===== config.mk =====
export PLATFORM = sky130hd
export DESIGN_NAME = riscv_dmem_arbiter
export DESIGN_NICKNAME = d
export VERILOG_FILES = /design/src/rtl/riscv_defs.sv /design/src/rtl/riscv_arb_rr2.sv /design/src/rtl/riscv_dmem_arbiter.sv
export SDC_FILE = /design/constraint.sdc
export NUM_CORES = 1
export LEC_CHECK = 0
export CORE_AREA = 2 2 123 125
export DETAILED_ROUTE_END_ITERATION = 7
export DIE_AREA = 0 0 125 127
export PLACE_DENSITY = 0.66
export SETUP_SLACK_MARGIN = 0.2
export SLEW_MARGIN = 20
export SYNTH_ARGS = -nofsm -noshare
export SYNTH_HDL_FRONTEND = slang
export SYNTH_SLANG_ARGS = --single-unit

===== constraint.sdc =====
create_clock -name i_clock -period 2.4 [get_ports i_clock]
set_input_delay 0.48 -clock i_clock [delete_from_list [all_inputs] [get_ports i_clock]]
set_output_delay 0.48 -clock i_clock [all_outputs]
set_load 0.005 [all_outputs]

===== src/rtl/riscv_defs.sv =====
// rtl/riscv_defs.sv - shared constants and types for the data-memory arbiter
package riscv_defs;

  localparam int XLEN     = 32;
  localparam int NB_BYTE  = 8;
  localparam int MEM_SIZE = 4096;

  localparam logic PORT_C = 1'b0;
  localparam logic PORT_D = 1'b1;

  typedef enum logic {
    ARB  = 1'b0,
    LOCK = 1'b1
  } arb_state_t;

  typedef struct packed {
    logic                      we;
    logic [XLEN/NB_BYTE-1:0]   be;
    logic [XLEN-1:0]           addr;
    logic [XLEN-1:0]           wdata;
  } dmem_req_t;

endpackage


===== src/rtl/riscv_arb_rr2.sv =====
// rtl/riscv_arb_rr2.sv - two-way round-robin grant with force overrides
module riscv_arb_rr2
  import riscv_defs::*;
(
  input  logic i_clock,
  input  logic i_reset,
  input  logic i_req_c,
  input  logic i_req_d,
  input  logic i_force_c,
  input  logic i_force_d,
  output logic o_gnt_c,
  output logic o_gnt_d
);

  logic last_gnt_q;
  logic last_gnt_d;

  // Force C wins over force D; otherwise a tie goes to the port not granted last.
  always_comb begin
    o_gnt_c = 1'b0;
    o_gnt_d = 1'b0;
    if (i_force_c) begin
      o_gnt_c = i_req_c;
    end else if (i_force_d) begin
      o_gnt_d = i_req_d;
    end else if (i_req_c && i_req_d) begin
      if (last_gnt_q == PORT_D) o_gnt_c = 1'b1;
      else                      o_gnt_d = 1'b1;
    end else begin
      o_gnt_c = i_req_c;
      o_gnt_d = i_req_d;
    end
  end

  // Remember which port won; a fresh reset favours C on the first tie.
  always_comb begin
    last_gnt_d = last_gnt_q;
    if (o_gnt_c)      last_gnt_d = PORT_C;
    else if (o_gnt_d) last_gnt_d = PORT_D;
  end

  // Last-grant register.
  always_ff @(posedge i_clock) begin
    if (!i_reset) last_gnt_q <= PORT_D;
    else          last_gnt_q <= last_gnt_d;
  end

endmodule


===== src/rtl/riscv_dmem_arbiter.sv =====
// rtl/riscv_dmem_arbiter.sv - shares DMEM between core and debug ports with bounded lock
module riscv_dmem_arbiter
  import riscv_defs::*;
#(
  parameter int DATA_W   = XLEN,
  parameter int ADDR_W   = XLEN,
  parameter int MEM_SZ   = MEM_SIZE,
  parameter int MAX_LOCK = 16
) (
  input  logic                      i_clock,
  input  logic                      i_reset,
  input  logic                      i_c_req,
  input  logic                      i_c_we,
  input  logic [DATA_W/NB_BYTE-1:0] i_c_be,
  input  logic [ADDR_W-1:0]         i_c_addr,
  input  logic [DATA_W-1:0]         i_c_wdata,
  output logic                      o_c_gnt,
  output logic                      o_c_rvalid,
  output logic [DATA_W-1:0]         o_c_rdata,
  output logic                      o_c_err,
  input  logic                      i_d_req,
  input  logic                      i_d_we,
  input  logic [DATA_W/NB_BYTE-1:0] i_d_be,
  input  logic [ADDR_W-1:0]         i_d_addr,
  input  logic [DATA_W-1:0]         i_d_wdata,
  output logic                      o_d_gnt,
  output logic                      o_d_rvalid,
  output logic [DATA_W-1:0]         o_d_rdata,
  output logic                      o_d_err,
  input  logic                      i_d_lock,
  output logic                      o_mem_en,
  output logic [DATA_W/NB_BYTE-1:0] o_mem_we,
  output logic [ADDR_W-1:0]         o_mem_addr,
  output logic [DATA_W-1:0]         o_mem_wdata,
  input  logic [DATA_W-1:0]         i_mem_rdata
);

  localparam int NB    = DATA_W / NB_BYTE;
  localparam int CNT_W = $clog2(MAX_LOCK + 1);

  arb_state_t       state_q, state_d;
  logic [CNT_W-1:0] lock_cnt_q, lock_cnt_d;

  logic resp_valid_q, resp_valid_d;
  logic resp_read_q,  resp_read_d;
  logic resp_owner_q, resp_owner_d;
  logic resp_err_q,   resp_err_d;

  logic      in_lock;
  logic      lock_full;
  logic      force_c;
  logic      force_d;
  logic      req_c;
  logic      req_d;
  logic      gnt_c;
  logic      gnt_d;
  logic      any_gnt;
  logic      in_range;
  dmem_req_t req_c_s;
  dmem_req_t req_d_s;
  dmem_req_t sel;

  // Lock only holds while debug keeps i_d_lock high; a dropped lock arbitrates normally.
  assign in_lock   = (state_q == LOCK) && i_d_lock;
  assign lock_full = (lock_cnt_q == CNT_W'(MAX_LOCK));
  assign force_c   = in_lock && lock_full;
  assign force_d   = in_lock && !lock_full;

  // Requests are masked in reset so nothing is granted and last-grant stays put.
  assign req_c = i_reset && i_c_req;
  assign req_d = i_reset && i_d_req;

  riscv_arb_rr2 u_rr (
    .i_clock   (i_clock),
    .i_reset   (i_reset),
    .i_req_c   (req_c),
    .i_req_d   (req_d),
    .i_force_c (force_c),
    .i_force_d (force_d),
    .o_gnt_c   (gnt_c),
    .o_gnt_d   (gnt_d)
  );

  assign o_c_gnt = gnt_c;
  assign o_d_gnt = gnt_d;
  assign any_gnt = gnt_c || gnt_d;

  assign req_c_s = '{we: i_c_we, be: i_c_be, addr: i_c_addr, wdata: i_c_wdata};
  assign req_d_s = '{we: i_d_we, be: i_d_be, addr: i_d_addr, wdata: i_d_wdata};
  assign sel     = gnt_d ? req_d_s : req_c_s;

  // Out-of-range accesses are still granted but never reach DMEM.
  assign in_range    = (sel.addr < ADDR_W'(MEM_SZ));
  assign o_mem_en    = any_gnt && in_range;
  assign o_mem_we    = o_mem_en ? (sel.be & {NB{sel.we}}) : '0;
  assign o_mem_addr  = any_gnt ? sel.addr  : '0;
  assign o_mem_wdata = any_gnt ? sel.wdata : '0;

  // Next-state: lock entry on a locked D grant, bounded wait counter for C.
  always_comb begin
    state_d    = state_q;
    lock_cnt_d = lock_cnt_q;
    if (in_lock) begin
      state_d = LOCK;
      if (gnt_c) begin
        lock_cnt_d = '0;
      end else if (i_c_req && !lock_full) begin
        lock_cnt_d = lock_cnt_q + CNT_W'(1);
      end
    end else begin
      lock_cnt_d = '0;
      state_d    = (gnt_d && i_d_lock) ? LOCK : ARB;
    end
  end

  // Response tracking: who was granted and whether a read or error is owed next cycle.
  always_comb begin
    resp_valid_d = any_gnt;
    resp_read_d  = any_gnt && !sel.we;
    resp_owner_d = gnt_d ? PORT_D : PORT_C;
    resp_err_d   = any_gnt && !in_range;
  end

  // State, counter and response registers.
  always_ff @(posedge i_clock) begin
    if (!i_reset) begin
      state_q      <= ARB;
      lock_cnt_q   <= '0;
      resp_valid_q <= 1'b0;
      resp_read_q  <= 1'b0;
      resp_owner_q <= PORT_C;
      resp_err_q   <= 1'b0;
    end else begin
      state_q      <= state_d;
      lock_cnt_q   <= lock_cnt_d;
      resp_valid_q <= resp_valid_d;
      resp_read_q  <= resp_read_d;
      resp_owner_q <= resp_owner_d;
      resp_err_q   <= resp_err_d;
    end
  end

  logic c_hit;
  logic d_hit;

  // Gated by i_reset so a response pending at reset entry is dropped immediately.
  assign c_hit = i_reset && resp_valid_q && (resp_owner_q == PORT_C);
  assign d_hit = i_reset && resp_valid_q && (resp_owner_q == PORT_D);

  assign o_c_rvalid = c_hit && resp_read_q;
  assign o_c_err    = c_hit && resp_err_q;
  assign o_c_rdata  = (c_hit && resp_read_q && !resp_err_q) ? i_mem_rdata : '0;
  assign o_d_rvalid = d_hit && resp_read_q;
  assign o_d_err    = d_hit && resp_err_q;
  assign o_d_rdata  = (d_hit && resp_read_q && !resp_err_q) ? i_mem_rdata : '0;

endmodule


**After elaboration in Yosys (flattened, before gate mapping)**

Cells that the tools add are included.

- Add/subtract/negate cells: 1
- Order comparisons: 1
- Equal/unequal tests: 1
- Multiplexer cells: 19
- Bitwise gates (word level): 4
- Reductions and logical operators: 27

Operator list:

| kind | number |
|---|---|
| two-way mux 32 bit | 4 |
| two-way mux 69 bit | 1 |
| less-than comparator 32 x 13 -> 1 bit, second input constant | 1 |
| logical AND 1 bit | 20 |
| two-way mux 1 bit | 13 |
| adder 5 x 1 -> 5 bit, second input constant | 1 |
| == test 5 bit, second input constant | 1 |
| bitwise AND 4 bit | 1 |
| logical NOT 1 bit | 4 |
| two-way mux 4 bit | 1 |
| inverter 1 bit | 3 |
| OR reduction 3 bit | 1 |
| nonzero test 2 bit | 1 |
| logical OR 1 bit | 1 |

- Flip-flop bits (word level): 11
- Input port bits: 175
- Output and inout port bits: 139

**Logic depth before layout (Yosys ltp)**

- Depth in word-level cells: 9
- Mapped depth: 9
- Mapped depth without buffers: 8

**Cells and area by module**

Synthesis repeated with hierarchy kept, for this count alone.

- Cell total of the unflattened synthesis: 240
- Area total of the unflattened synthesis: 1789.2 um2

Modules (own cells, without submodules):

| module | instances | cells an instance | area an instance (um2) | seq. area each (um2) |
|---|---|---|---|---|
| riscv_dmem_arbiter | 1 | 230 | 1719.1 | 200.2 |
| riscv_arb_rr2 | 1 | 10 | 70.1 | 20.0 |

**Least setup slack after synthesis**

Ideal clock, no wire load.

- Path type: flip-flop to output port
- Start point: reg lock_cnt_q[0]
- End point: out o_mem_addr[0]
- Arrival: 1.523 ns
- Required time: 1.920 ns
- Setup slack: 0.397 ns
- Cell stages (with the launch flop): 8
- Buffers on the path: 1
- Cells stage by stage: dfxtp_1 inv_1 ha_1 nand4bb_4 o21a_4 o221ai_4 buf_6 a21oi_1

- Cells in the longest elaborated chain, start to end: 7

Ends and longest elaborated chain:

| what | RTL line | source |
|---|---|---|
| from (decl) | riscv_dmem_arbiter.sv:42 | `logic [CNT_W-1:0] lock_cnt_q, lock_cnt_d;` |
| from (signal assigned) | riscv_dmem_arbiter.sv:135 | `lock_cnt_q <= lock_cnt_d;` |
| == test 5 bit * | riscv_dmem_arbiter.sv:65 | `assign lock_full = (lock_cnt_q == CNT_W'(MAX_LOCK));` |
| logical NOT 1 bit | riscv_dmem_arbiter.sv:67 | `assign force_d = in_lock && !lock_full;` |
| logical AND 1 bit | riscv_dmem_arbiter.sv:67 |  |
| two-way mux 1 bit | riscv_arb_rr2.sv:24 | `end else if (i_force_d) begin` |
| two-way mux 1 bit | riscv_arb_rr2.sv:22 | `if (i_force_c) begin` |
| two-way mux 69 bit / logical OR 1 bit (equally long branches) | riscv_dmem_arbiter.sv:90, riscv_dmem_arbiter.sv:86 |  |
| two-way mux 32 bit * | riscv_dmem_arbiter.sv:96 | `assign o_mem_addr = any_gnt ? sel.addr : '0;` |
| to (decl) | riscv_dmem_arbiter.sv:33 | `output logic [ADDR_W-1:0] o_mem_addr,` |

Mark *: on every way between the ends. The rest lies on a longest branch, timed or not.

**Final worst setup path**

- Start point: reg lock_cnt_q[0]
- End point: out o_mem_wdata[31]

- Cells in the longest elaborated chain, start to end: 7

Ends and longest elaborated chain:

| what | RTL line | source |
|---|---|---|
| == test 5 bit * | riscv_dmem_arbiter.sv:65 |  |
| logical NOT 1 bit | riscv_dmem_arbiter.sv:67 |  |
| logical AND 1 bit | riscv_dmem_arbiter.sv:67 |  |
| two-way mux 1 bit | riscv_arb_rr2.sv:24 |  |
| two-way mux 1 bit | riscv_arb_rr2.sv:22 |  |
| two-way mux 69 bit / logical OR 1 bit (equally long branches) | riscv_dmem_arbiter.sv:90, riscv_dmem_arbiter.sv:86 |  |
| two-way mux 32 bit * | riscv_dmem_arbiter.sv:97 | `assign o_mem_wdata = any_gnt ? sel.wdata : '0;` |
| to (decl) | riscv_dmem_arbiter.sv:34 | `output logic [DATA_W-1:0] o_mem_wdata,` |

Marks and branches as above.

==> results_dict.tcl <==
set metrics [dict create \
    yosysUniqueCellTypes 29 \
    initial_core_util_pct 14.9 \
    seq_power_share_pct 13.6 \
    p_int_uw 984 \
    fin_ws_ns -0.182 \
    power.share.clock_pct 21.4 \
    synth_top_family_by_area "simple AND/OR/NAND/NOR gates" \
    route.detailed.drc 0 \
    drtAntennaViolNets 0 \
    fin_nets 967 \
    peakVddDrop_mv 0.139 \
    ios 314 \
    fmax_mhz 387 \
    area_growth_pct 237 \
    critPathLaunchType "flop" \
    wl_met1_um 6110 \
    cts-buffers-inserted 3 \
    cts_buffer_depth 2 \
    yosysSeqAreaShare_pct 10.3 \
    yosysWarnings 0 \
    path_clk_slew_ns 0.04 \
    slew_viol_final 0 \
    cts_tree "yes" \
    grt_overflow 0 \
    die_h_um 127 \
    htree_levels 1 \
    skew_ns 0.00564 \
    p_sw_uw 476 \
    drt_iter0_markers 98 \
    worst-path-max-fanout 8 \
    final.period_utilization_pct 108 \
    rows 44 \
    hpwl_um 10200 \
    synth_compound_area_share_pct 20.3 \
    worstSetupPathType "reg -> out" \
    setup_viol 70 \
    comb_power_share_pct 65.1 \
    status "finished with violations" \
    avgViaCountPerCell 4.33 \
    port_buffers 313 \
    p_sw_share_pct 32.6 \
    cap_viol_max_count 0 \
    drive_gt1_share_pct 47.4 \
    multi_input_area_mm2 0.00241 \
    die_w_um 125 \
    met3_length_um 852 \
    syn_area_mm2 0.00215 \
    track_usage_pct 17.7 \
    wl_um 15700 \
    top_layer "met4" \
    coreArea_mm2 0.0144 \
    fillCellCount 1457 \
    p_leak_uw 0.00342 \
    wl_met2_um 8580 \
    dr.pass1.iters 4 \
    seq_area_um2 228 \
    diodes 0 \
    power_uw 1460 \
    p_per_area_mw_per_mm2 201 \
    synthSimpleGateAreaFrac_pct 56.6 \
    cp.required_ns 1.92 \
    endpoint_kind "output pin" \
    num_vias 4217 \
    violations "negative setup slack" \
    grt_antenna_before_repair 0 \
    cts.sink_count 11 \
    rsz0062_at_grt "yes" \
    min_period_ns 2.58 \
    grt_pass1_vias 4223 \
    synth.avg_cell_area_um2 5.62 \
    relSlewSlack_pct 78.6 \
    syn_inst 382 \
    place_area_mm2 0.00576 \
    synth-adder-area-share_pct 1.17 \
    grt_pass1_wl_um 22700 \
    grt_max_degree 20 \
    wl_per_cell_um 16.1 \
    arrival_ns 2.10 \
    tightest_slew_ns 0.320 \
    gp_congestion 0.791 \
    finalHoldViolCount 0 \
    hp-class "in -> reg" \
    synth-xor-area-share_pct 1.22 \
    synth_nets 559 \
    yosys-mux-area-fraction_pct 0.466 \
    final_core_util_pct 50.2 \
    hold_ws_ns 0.587 \
    die_area_mm2 0.0159 \
    synth_seq_cells 11 \
    clk_latency_ns 0.25 \
    fin_area_mm2 0.00725 \
    cts_root_buffer "clkbuf_16" \
]
per-stage QoR:
step           TNS (ns)  setup WS [ns]  instances
2_1_floorplan         0          0.397        382
3_3_place_gp     -69.36         -0.919        896
3_5_place_dp     -68.65         -0.867        896
4_1_cts          -11.70         -0.264        953
5_1_grt          -13.95         -0.267        973
6_report          -7.76         -0.182        973
logic make-up (layout without fill, tap and decap cells):
logic type / after synthesis / in the layout
simple gates: 252 / 252
buf+inv: 37 / 444
fa+ha+maj: 2 / 2
flops: 11 / 11
mux: 1 / 1
xor+xnor: 3 / 3
compound gates: 76 / 76
synthesized netlist by cell type, drive strengths merged:
| cell | count | area share [%] |
|---|---|---|
| nand2 | 137 | 24 |
| a21oi | 71 | 17 |
| and2 | 65 | 19 |
| buf | 22 | 7.4 |
| nand3 | 17 | 4.5 |
| dfxtp | 11 | 10 |
| nor2 | 11 | 1.9 |
| nor4 | 10 | 2.9 |
| inv | 8 | 1.4 |
| clkbuf | 7 | 1.2 |
| nor3 | 6 | 1.4 |
| nand4 | 3 | 0.87 |
| ha | 2 | 1.2 |
| xor2 | 2 | 0.82 |
| a311oi | 1 | 0.41 |
| and4 | 1 | 0.41 |
| mux2i | 1 | 0.47 |
| nand3b | 1 | 0.35 |
| nand4bb | 1 | 1.3 |
| o211a | 1 | 0.47 |
| o21a | 1 | 0.70 |
| o21ai | 1 | 0.23 |
| o221ai | 1 | 1.2 |
| xnor2 | 1 | 0.41 |
final timing paths:
kind	start	to	slack [ns]	cells past startpoint
max reg2reg	lock_cnt_q[0]	resp_read_q	0.37	13
max	lock_cnt_q[0]	o_mem_wdata[31]	-0.18	12
min reg2reg	u_rr.last_gnt_q	u_rr.last_gnt_q	0.61	2
min	i_reset	u_rr.last_gnt_q	0.59	3
power by group through the flow:
stage / clock network, uW / registers, uW / logic (uW)
after floorplan: 0 / 196 / 195
after global placement: 0 / 197 / 713
after detailed placement: 0 / 197 / 714
after CTS: 315 / 197 / 823
after global routing: 325 / 199 / 1010
final: 312 / 198 / 950
final cells by class:
cell class | count | share of cell area (%)
repair buffers | 432 | 58.8
multi-input cells | 334 | 33.3
well taps | 184 | 3.18
flip-flops and latches | 11 | 3.14
clock buffers | 4 | 1.09
inverters | 8 | 0.518
flip-flops by register name, summed over array words and instances (netlist names):
name / count
lock_cnt_q: 5
resp_err_q: 1
resp_owner_q: 1
resp_read_q: 1
resp_valid_q: 1
state_q: 1
u_rr.last_gnt_q: 1
per-layer routing:
metal	vias up	GRT usage, %
met5	-	0
met4	0	2.16
met3	13	2.93
met2	200	34.4
met1	1926	20.8
li1	2078	-
cells in the final DEF, fill, tap and decap left out, types with 4 or more instances in the layout:
cell type and n:
nand3_1 7, dfxtp_1 7, inv_2 4, and2_1 63, clkbuf_2 22, clkbuf_16 12, nor4_4 5, buf_16 13
nand2_2 41, a21oi_1 16, nand3_2 6, nor4_2 5, nor2_1 11, nand3_4 4, clkdlybuf4s50_1 136, buf_6 21
buf_8 5, nand2_4 21, clkdlybuf4s15_2 6, a21oi_2 54, dlygate4sd2_1 67, buf_2 65, nand2_1 75, clkdlybuf4s15_1 14
buf_12 17, buf_4 56
critical path: stages, from the launching register on:
cell and delay [ns]:
dfxtp_2 0.31, inv_2 0.08, ha_4 0.15, nand4bb_4 0.12, o21a_4 0.22, buf_4 0.14, o221ai_4 0.15, buf_12 0.16
buf_12 0.12, buf_16 0.13, buf_4 0.10, a21oi_1 0.03, buf_2 0.12
repair_timing:
action | CTS | global route
buffers inserted | 41 | 11
cloned | 12 | 9
hold buffers | 0 | 0
endpoints found under the setup margin | 139 | 110
resized for setup | 464 | 225
pin swaps | 29 | 54
Note: power is estimated with default switching activity, not from simulation.
